==> src/rtl/call_stack.sv <==
// Return-address stack for the memory stage: push on CALL, pop on RET,
// registered pop result, occupancy tracking and sticky overflow/underflow flags.
module call_stack #(
  parameter int DEPTH      = 16,
  parameter int ADDR_WIDTH = 14,
  parameter int CNT_WIDTH  = $clog2(DEPTH + 1)
) (
  input  logic                  clock,
  input  logic                  nreset,
  input  logic                  enable,
  input  logic                  wen,
  input  logic [ADDR_WIDTH-1:0] push_addr,
  input  logic                  clear_errors,
  output logic [ADDR_WIDTH-1:0] pop_addr,
  output logic                  pop_valid,
  output logic [ADDR_WIDTH-1:0] top_addr,
  output logic [CNT_WIDTH-1:0]  count,
  output logic                  empty,
  output logic                  full,
  output logic                  overflow,
  output logic                  underflow
);

  localparam int IDX_WIDTH = $clog2(DEPTH);

  logic [ADDR_WIDTH-1:0] mem_reg [DEPTH];
  logic [CNT_WIDTH-1:0]  sp_reg, sp_next;
  logic [ADDR_WIDTH-1:0] pop_addr_reg;
  logic                  pop_valid_reg;
  logic                  overflow_reg, overflow_next;
  logic                  underflow_reg, underflow_next;

  logic                  push_ok, pop_ok, push_ovf, pop_unf;
  logic [CNT_WIDTH-1:0]  sp_minus_one;
  logic [IDX_WIDTH-1:0]  wr_idx, top_idx;

  assign empty = (sp_reg == '0);
  assign full  = (sp_reg == CNT_WIDTH'(DEPTH));

  // Gating by full/empty is what keeps sp from ever wrapping.
  assign push_ok  = enable &  wen & ~full;
  assign push_ovf = enable &  wen &  full;
  assign pop_ok   = enable & ~wen & ~empty;
  assign pop_unf  = enable & ~wen &  empty;

  assign sp_minus_one = sp_reg - CNT_WIDTH'(1);
  assign wr_idx       = sp_reg[IDX_WIDTH-1:0];
  assign top_idx      = sp_minus_one[IDX_WIDTH-1:0];

  always_comb begin
    sp_next = sp_reg;
    if (push_ok)
      sp_next = sp_reg + CNT_WIDTH'(1);
    else if (pop_ok)
      sp_next = sp_minus_one;
  end

  // A fresh error event in the same cycle beats clear_errors.
  always_comb begin
    overflow_next  = clear_errors ? 1'b0 : overflow_reg;
    underflow_next = clear_errors ? 1'b0 : underflow_reg;
    if (push_ovf)
      overflow_next = 1'b1;
    if (pop_unf)
      underflow_next = 1'b1;
  end

  always_ff @(posedge clock) begin
    if (!nreset) begin
      sp_reg        <= '0;
      pop_addr_reg  <= '0;
      pop_valid_reg <= 1'b0;
      overflow_reg  <= 1'b0;
      underflow_reg <= 1'b0;
    end else begin
      sp_reg         <= sp_next;
      pop_valid_reg  <= pop_ok;
      overflow_reg   <= overflow_next;
      underflow_reg  <= underflow_next;
      if (pop_ok)
        pop_addr_reg <= mem_reg[top_idx];
    end
  end

  // Storage has no reset; entries are only meaningful below sp.
  always_ff @(posedge clock) begin
    if (nreset && push_ok)
      mem_reg[wr_idx] <= push_addr;
  end

  assign top_addr  = empty ? '0 : mem_reg[top_idx];
  assign count     = sp_reg;
  assign pop_addr  = pop_addr_reg;
  assign pop_valid = pop_valid_reg;
  assign overflow  = overflow_reg;
  assign underflow = underflow_reg;

endmodule

==> config.mk <==
export PLATFORM = sky130hd
export DESIGN_NAME = call_stack
export DESIGN_NICKNAME = d
export VERILOG_FILES = /design/src/rtl/call_stack.sv
export SDC_FILE = /design/constraint.sdc
export NUM_CORES = 1
export LEC_CHECK = 0
export BUFFER_PORTS_ARGS = -buffer_cell sky130_fd_sc_hd__buf_2
export CORE_ASPECT_RATIO = 0.6
export CORE_UTILIZATION = 50
export DETAILED_ROUTE_END_ITERATION = 7
export PLACE_DENSITY_LB_ADDON = 0.25
export SKIP_CTS_REPAIR_TIMING = 1
export SYNTH_ARGS = -nofsm -noshare
export SYNTH_HDL_FRONTEND = slang
export SYNTH_SLANG_ARGS = --single-unit
==> constraint.sdc <==
create_clock -name clock -period 2.95 [get_ports clock]
set_input_delay 0.295 -clock clock [delete_from_list [all_inputs] [get_ports clock]]
set_output_delay 0.295 -clock clock [all_outputs]
set_load 0.05 [all_outputs]
==> out/qor.yml, run 1 <==
power:
  p_leak_nw: 4.01
  pwr-share-comb: 0.286
  pwr-share-seq: 0.419
  switching_share: 0.298
  p_switching_mw: 2.78
  internal_power_mw: 6.55
  vdd_drop_max_mv: 0.512
  pwr-share-clk: 0.295
  powerDensity_nw_per_um2: 790
place:
  io_buffers: 56
  dp_hpwl_mm: 13.4
  gp_congestion: 0.787
  pre_cts_ws_ns: 0.224
sta:
  setup-tns-final_ns: 0
  relSlewSlack: 0.409
  fin_skew_ns: 0.0211
  setup_ws_ns: 0.0216
  setup_viol: 0
  hold_viol: 0
  layout_worst_path_cycle_share: 0.993
  min_period_ns: 2.93
  slew_viol_final: 0
  hold_slack_ns: 0.0817
  max_freq_ghz: 0.341
  worstMarginPinSlew_ns: 0.886
synth:
  yosysWarnings: 0
  syn_inst: 510
  synthFlopType: "edfxtp_1"
  syn_avg_cell_area_um2: 19.3
  ys_ff_latch: 246
  synth_commonest_cells: "224 x edfxtp_1, 56 x mux4_2, 33 x nor2_1"
  synth_top_area_frac: 0.683
  ys_seq_area_frac: 0.728
  synthesis.nets: 533
  syn_area_um2: 9840
  synth_edf_count: 224
  yosys.area.top_type: "edfxtp_1"
  synth_cell_type_count: 40
  synth_area_leaders: "edfxtp_1 68%, mux4_2 13%, dfxtp_1 4.5%"
  synthArstFlopShare: 0
  yosysMostFrequentCell: "edfxtp_1"
worst_setup_path:
  cp.arrival_ns: 2.63
  path_buf_inv: 4
  critPathMaxStageDelay_ns: 0.41
  worstSetupStartpointType: "register"
  crit_fanout: 9
  critPathKind: "reg -> out"
  critPathTopFamily: "multiplexers"
  critPathSlowestCell: "dfxtp_4"
  worstSetupEndpointType: "primary output"
  cp.required_ns: 2.65
  worstPathCellList: "inv_2 > ha_4 > buf_8 > buf_12 > mux4_2 > mux2_2 > mux2i_1 > nor2_2 > buf_6"
flow_run:
  maxCapViolations: 0
cts:
  cts.sinks: 246
  clock_latency_ns: 0.52
  tritoncts: "done"
  ctsHtreeMaxLevel: 1
  root_buffer: "clkbuf_16"
  cts_made_buffers: 22
  clk_pin_slew_worst_paths_ns: 0.07
  cts_buffer_depth: 3
route:
  vias: 5388
  drtIter0Drc: 544
  met3WireLength_mm: 2.49
  routed.top_layer: "met4"
  drc: 0
  firstDrtPassIters: 5
  wl_per_cell_um: 27.2
  wl_met1_mm: 10.4
  vias_per_cell: 6.04
  postRouteAntennaNets: 0
  totalWireLength_mm: 24.3
  wl_met2_mm: 10.9
global_route:
  antenna_found_initial: 1
  globalRouteOverflowTotal: 0
  grt_first_pass_wirelength_mm: 33.4
  grt_usage: 0.231
  grt_pass1_vias: 5183
  grt_max_degree: 52
final_layout:
  drive_gt1_frac: 0.419
  syn2layout_area_growth_pct: 20.0
  n_antenna_cell: 0
  largest_register_ffs: 224
  layout.nets: 633
die:
  die_w_um: 183
  start_util: 0.515
  die_h_um: 111
  placementRows: 39
  ios: 57
  die_area_um2: 20300
  coreArea_um2: 19100
status:
  status: "finished clean"
hold_path:
  hp-class: "in -> reg"
## cell families after synthesis
group	share of synthesized area
adders and majority gates	0.00508
DFF	0.728
buffers and inverters	0.0187
and+or+nand+nor	0.0464
xor gates and xnor gates	0.00254
muxes	0.174
AOI/OAI and AO/OA	0.0249
## worst paths after layout
check	endpoint	slack, ns	from	cells after the start
worst min register to register	pop_addr[8]$_SDFFE_PN0P_	0.45	pop_addr[8]$_SDFFE_PN0P_	2
worst max register to register	mem_reg[14][1]$_DFFE_PP_	0.48	count[2]$_SDFFE_PN0P_	6
worst min-delay path	count[4]$_SDFFE_PN0P_	0.08	wen	3
worst max-delay path	top_addr[10]	0.02	count[0]$_SDFFE_PN0P_	9
## cell type report
| class | instances | area [µm²] |
|---|---|---|
| Fill cell | 1382 | 7320 |
| Sequential cell | 246 | 7180 |
| Multi-Input combinational cell | 228 | 2670 |
| Timing Repair Buffer | 107 | 931 |
| Clock buffer | 28 | 594 |
| Tap cell | 266 | 333 |
| Clock inverter | 12 | 92.6 |
| Inverter | 5 | 18.8 |
## metal layers
layer  vias up  track usage
met5         -            0
met4         0       0.0650
met3        44       0.0486
met2       275        0.337
met1      2790        0.354
li1       2279            -
## worst reg2reg max path: cells and delay by family, from the launching register on
kind / cells / cell delay [ns]
buffers and inverters: 2 / 0.60
DFF: 1 / 0.51
and+or+nand+nor: 4 / 1.01
## cells in the final DEF, fill, tap and decap left out, types with 2 or more instances in the layout
cell / n
and2_1: 2
clkinv_1: 2
buf_8: 3
nor2_1: 19
a32oi_1: 14
nor2b_1: 3
nor2_2: 14
mux2i_4: 4
dfxtp_4: 2
clkinvlp_4: 4
dfxtp_2: 2
o21ai_0: 3
buf_2: 43
buf_6: 10
buf_12: 4
clkbuf_1: 5
buf_4: 40
nand3_1: 20
clkbuf_16: 29
mux2i_2: 4
edfxtp_1: 224
nor3_2: 4
mux4_2: 56
clkinv_2: 5
nor3b_1: 3
mux2_4: 7
mux2_2: 21
mux2i_1: 6
ha_1: 3
inv_2: 2
inv_1: 3
nand2b_1: 4
nand2_1: 17
dfxtp_1: 18
a21oi_1: 5
nor3_1: 2
## through the flow
stage          std cells   util  total power, mW  instance area (µm²)
6_report             892  0.618             9.33                11800
5_1_grt              892  0.618             9.60                11800
4_1_cts              878  0.593             8.81                11400
3_5_place_dp         838  0.558             6.09                10700
3_3_place_gp         838  0.558             6.07                10700
2_1_floorplan        510      -             5.55                 9910
## power by group through the flow
stage / logic [mW] / clock network [mW] / registers, mW
4_1_cts: 2.13 / 2.79 / 3.90
2_1_floorplan: 1.47 / 0 / 4.08
6_report: 2.67 / 2.75 / 3.90
3_5_place_dp: 2.12 / 0 / 3.98
3_3_place_gp: 2.10 / 0 / 3.97
5_1_grt: 2.79 / 2.91 / 3.91
(Power assumes the default switching activity.)
==> run 2, diff against run 1 <==
Settings changed: CELL_PAD_IN_SITES_DETAIL_PLACEMENT set to 0, CELL_PAD_IN_SITES_GLOBAL_PLACEMENT set to 1, CORE_UTILIZATION 50 to 48.
==> run 2 against run 1 <==
Net effect:
- the run now ends with negative setup slack left
- routed wire length rose by 0.77%
- power grew 1.5%
- cell count up 2.4%
- count of clock-buffer cells in the layout rose by 7
- final area rose by 1.6%
- critical path depth decreased by 2
- maximum frequency down 0.80%
- sequential cell count unchanged
- sequential share of layout area is 0.97 points lower
- core utilization fell by 2.0 points
- first-iteration DRC count decreased by 16%
- register-to-register slack got worse by 0.05 ns
- largest cell class unchanged
==> out/qor.yml, run 2 (synthesized netlist as in run 1, its figures left out) <==
final_layout:
  layout.nets: 645  # +1.9%
  drive_gt1_frac: 0.426  # +0.00713
  largest_register_ffs: 224  # unchanged
  final_cell_mix: "224 x edfxtp_1, 56 x mux4_2, 43 x buf_2"
  layoutNonFillerInstCount: 913  # +2.4%
  mostFrequentLayoutCell: "edfxtp_1"
  syn2layout_area_growth_pct: 21.9
  multi_input_comb_area_um2: 2610  # -2.0%
  regArea_um2: 7180  # about the same
  nFillCells: 1481  # +7.2%
  fin_area_um2: 12000  # +1.6%
cts:
  cts_made_buffers: 23  # +4.5%
  tritoncts: "done"
  cts_buffer_depth: 3  # unchanged
  ctsHtreeMaxLevel: 1  # unchanged
  clock_latency_ns: 0.53  # about the same
  cts.sinks: 246  # unchanged
  root_buffer: "clkbuf_16"
  clk_pin_slew_worst_paths_ns: 0.06  # about the same
status:
  violations: "negative setup slack"
  status: "complete, but fails checks"
die:
  placementRows: 40  # +2.6%
  ios: 57  # unchanged
  die_w_um: 187  # +2.0%
  coreArea_um2: 20100  # +4.9%
  die_h_um: 113  # +2.0%
  die_area_um2: 21100  # +4.1%
  start_util: 0.491  # -0.0241
worst_setup_path:
  regToRegEndpoint: "mem_reg[2][3]$_DFFE_PP_"
  worstSetupEndpointType: "primary output"
  worstSetupStartpoint: "count[0]$_SDFFE_PN0P_"
  path_buf_inv: 3  # -1
  worstPathCellList: "buf_4 > or4_4 > nand2_1 > buf_4 > mux2i_2 > nor2_2 > buf_6"
  path_common_cell: "buf_4"
  critPathKind: "reg -> out"
  crit_fanout: 12  # +3
  critPathMaxStageDelay_ns: 0.56  # +0.15 ns
  cp.arrival_ns: 2.66  # +0.03 ns
  critical_path.endpoint: "top_addr[10]"
  critPathTopFamily: "simple AND/OR/NAND/NOR gates"
  r2r-start: "count[2]$_SDFFE_PN0P_"
  path_depth: 7  # -2
  cp.required_ns: 2.65  # about the same
  rr_worst_depth: 6  # unchanged
  worstSetupStartpointType: "register"
  r2r_setup_slack_ns: 0.43  # -0.05 ns
  critPathSlowestCell: "or4_4"
route:
  totalWireLength_mm: 24.5  # +0.77%
  vias: 5386  # -0.037%
  drc: 0  # unchanged
  firstDrtPassIters: 4  # -1
  vias_per_cell: 5.90  # -2.3%
  postRouteAntennaNets: 0  # unchanged
  wl_per_cell_um: 26.8  # -1.5%
  drtIter0Drc: 459  # -16%
hold_path:
  hp-class: "in -> reg"
global_route:
  grt_first_pass_wirelength_mm: 34.0  # +1.6%
  grt_pass1_vias: 5114  # -1.3%
  grt_util_met2: 0.359  # +0.0223
  globalRouteOverflowTotal: 0  # unchanged
  grt_max_degree: 54  # +3.8%
  grtUsageMet1: 0.329  # -0.0243
  met3_usage: 0.0382  # -0.0105
  busiest_layer: "met2"
  antenna_found_initial: 1  # unchanged
  grt_usage: 0.224  # -0.00697
sta:
  relSlewSlack: 0.389  # -0.0203
  max_freq_ghz: 0.339  # -0.80%
  layout_worst_path_cycle_share: 1.00  # +0.00803
  min_period_ns: 2.95  # +0.0237 ns
  setup_ws_ns: -0.00204  # -0.0237 ns
  worstMarginPinSlew_ns: 0.916  # +0.0305 ns
  fin_skew_ns: 0.0116  # -0.00949 ns
  hold_viol: 0  # unchanged
  slew_viol_final: 0  # unchanged
  setup_viol: 1  # +1
place:
  dp_hpwl_mm: 13.9  # +3.7%
  dp.cells: 849  # +1.3%
  gp_congestion: 0.774  # -1.7%
  io_buffers: 56  # unchanged
  dpl-instance-area_um2: 10800  # +1.2%
power:
  powerDensity_nw_per_um2: 789  # about the same
  vdd_drop_max_mv: 0.565  # +10%
  p_leak_nw: 4.13  # +2.8%
flow_run:
  maxCapViolations: 0  # unchanged
==> run 2: tightest hold or removal path: stages <==
cell,delay (ns)
buf_2,0.12
o21ai_0,0.07
a21oi_1,0.06
==> run 2: metrics by stage <==
stage / power [mW] / utilization / worst slack, ns / hold WS, ns / setup TNS [ns]
6_report: 9.47 / 0.598 / -0.00204 / 0.0759 / -0.00204
5_1_grt: 9.76 / 0.598 / -0.0280 / 0.104 / -0.0424
4_1_cts: 9.07 / 0.576 / -0.418 / 0.0694 / -4.49
3_5_place_dp: 6.13 / 0.538 / 0.166 / 0.442 / 0
3_3_place_gp: 6.11 / 0.538 / 0.224 / 0.434 / 0
2_1_floorplan: 5.55 / - / -0.00323 / 0.394 / -0.212
==> run 2: power by group <==
part	switching [mW]	total, mW	leakage [nW]	internal, mW
clock network	1.25	2.97	0.378	1.71
registers	0.0417	3.90	2.20	3.86
logic	1.46	2.60	1.55	1.14
==> run 2: area by class of cell <==
type | instances | area share
Clock inverter | 7 | 0.00605
Multi-Input combinational cell | 228 | 0.218
Timing Repair Buffer | 118 | 0.0906
Sequential cell | 246 | 0.598
Inverter | 5 | 0.00156
Antenna cell | 1 | 0.000209
Tap cell | 273 | 0.0285
Clock buffer | 35 | 0.0575
==> run 2: worst min path at each step <==
stage | end | cells after the start | slack [ns] | startpoint
6_report | count[4]$_SDFFE_PN0P_ | 3 | 0.08 | wen
3_3_place_gp | pop_addr[13]$_SDFFE_PN0P_ | 2 | 0.43 | pop_addr[13]$_SDFFE_PN0P_
2_1_floorplan | mem_reg[0][0]$_DFFE_PP_ | 0 | 0.39 | push_addr[0]
5_1_grt | count[4]$_SDFFE_PN0P_ | 3 | 0.10 | wen
3_5_place_dp | pop_addr[8]$_SDFFE_PN0P_ | 2 | 0.44 | pop_addr[8]$_SDFFE_PN0P_
4_1_cts | count[4]$_SDFFE_PN0P_ | 3 | 0.07 | wen
==> run 2: metal layers <==
| metal | share of wire | vias to the layer above |
|---|---|---|
| met5 | 0 | - |
| met4 | 0.017 | 0 |
| met3 | 0.067 | 30 |
| met2 | 0.47 | 208 |
| met1 | 0.45 | 2845 |
| li1 | - | 2303 |
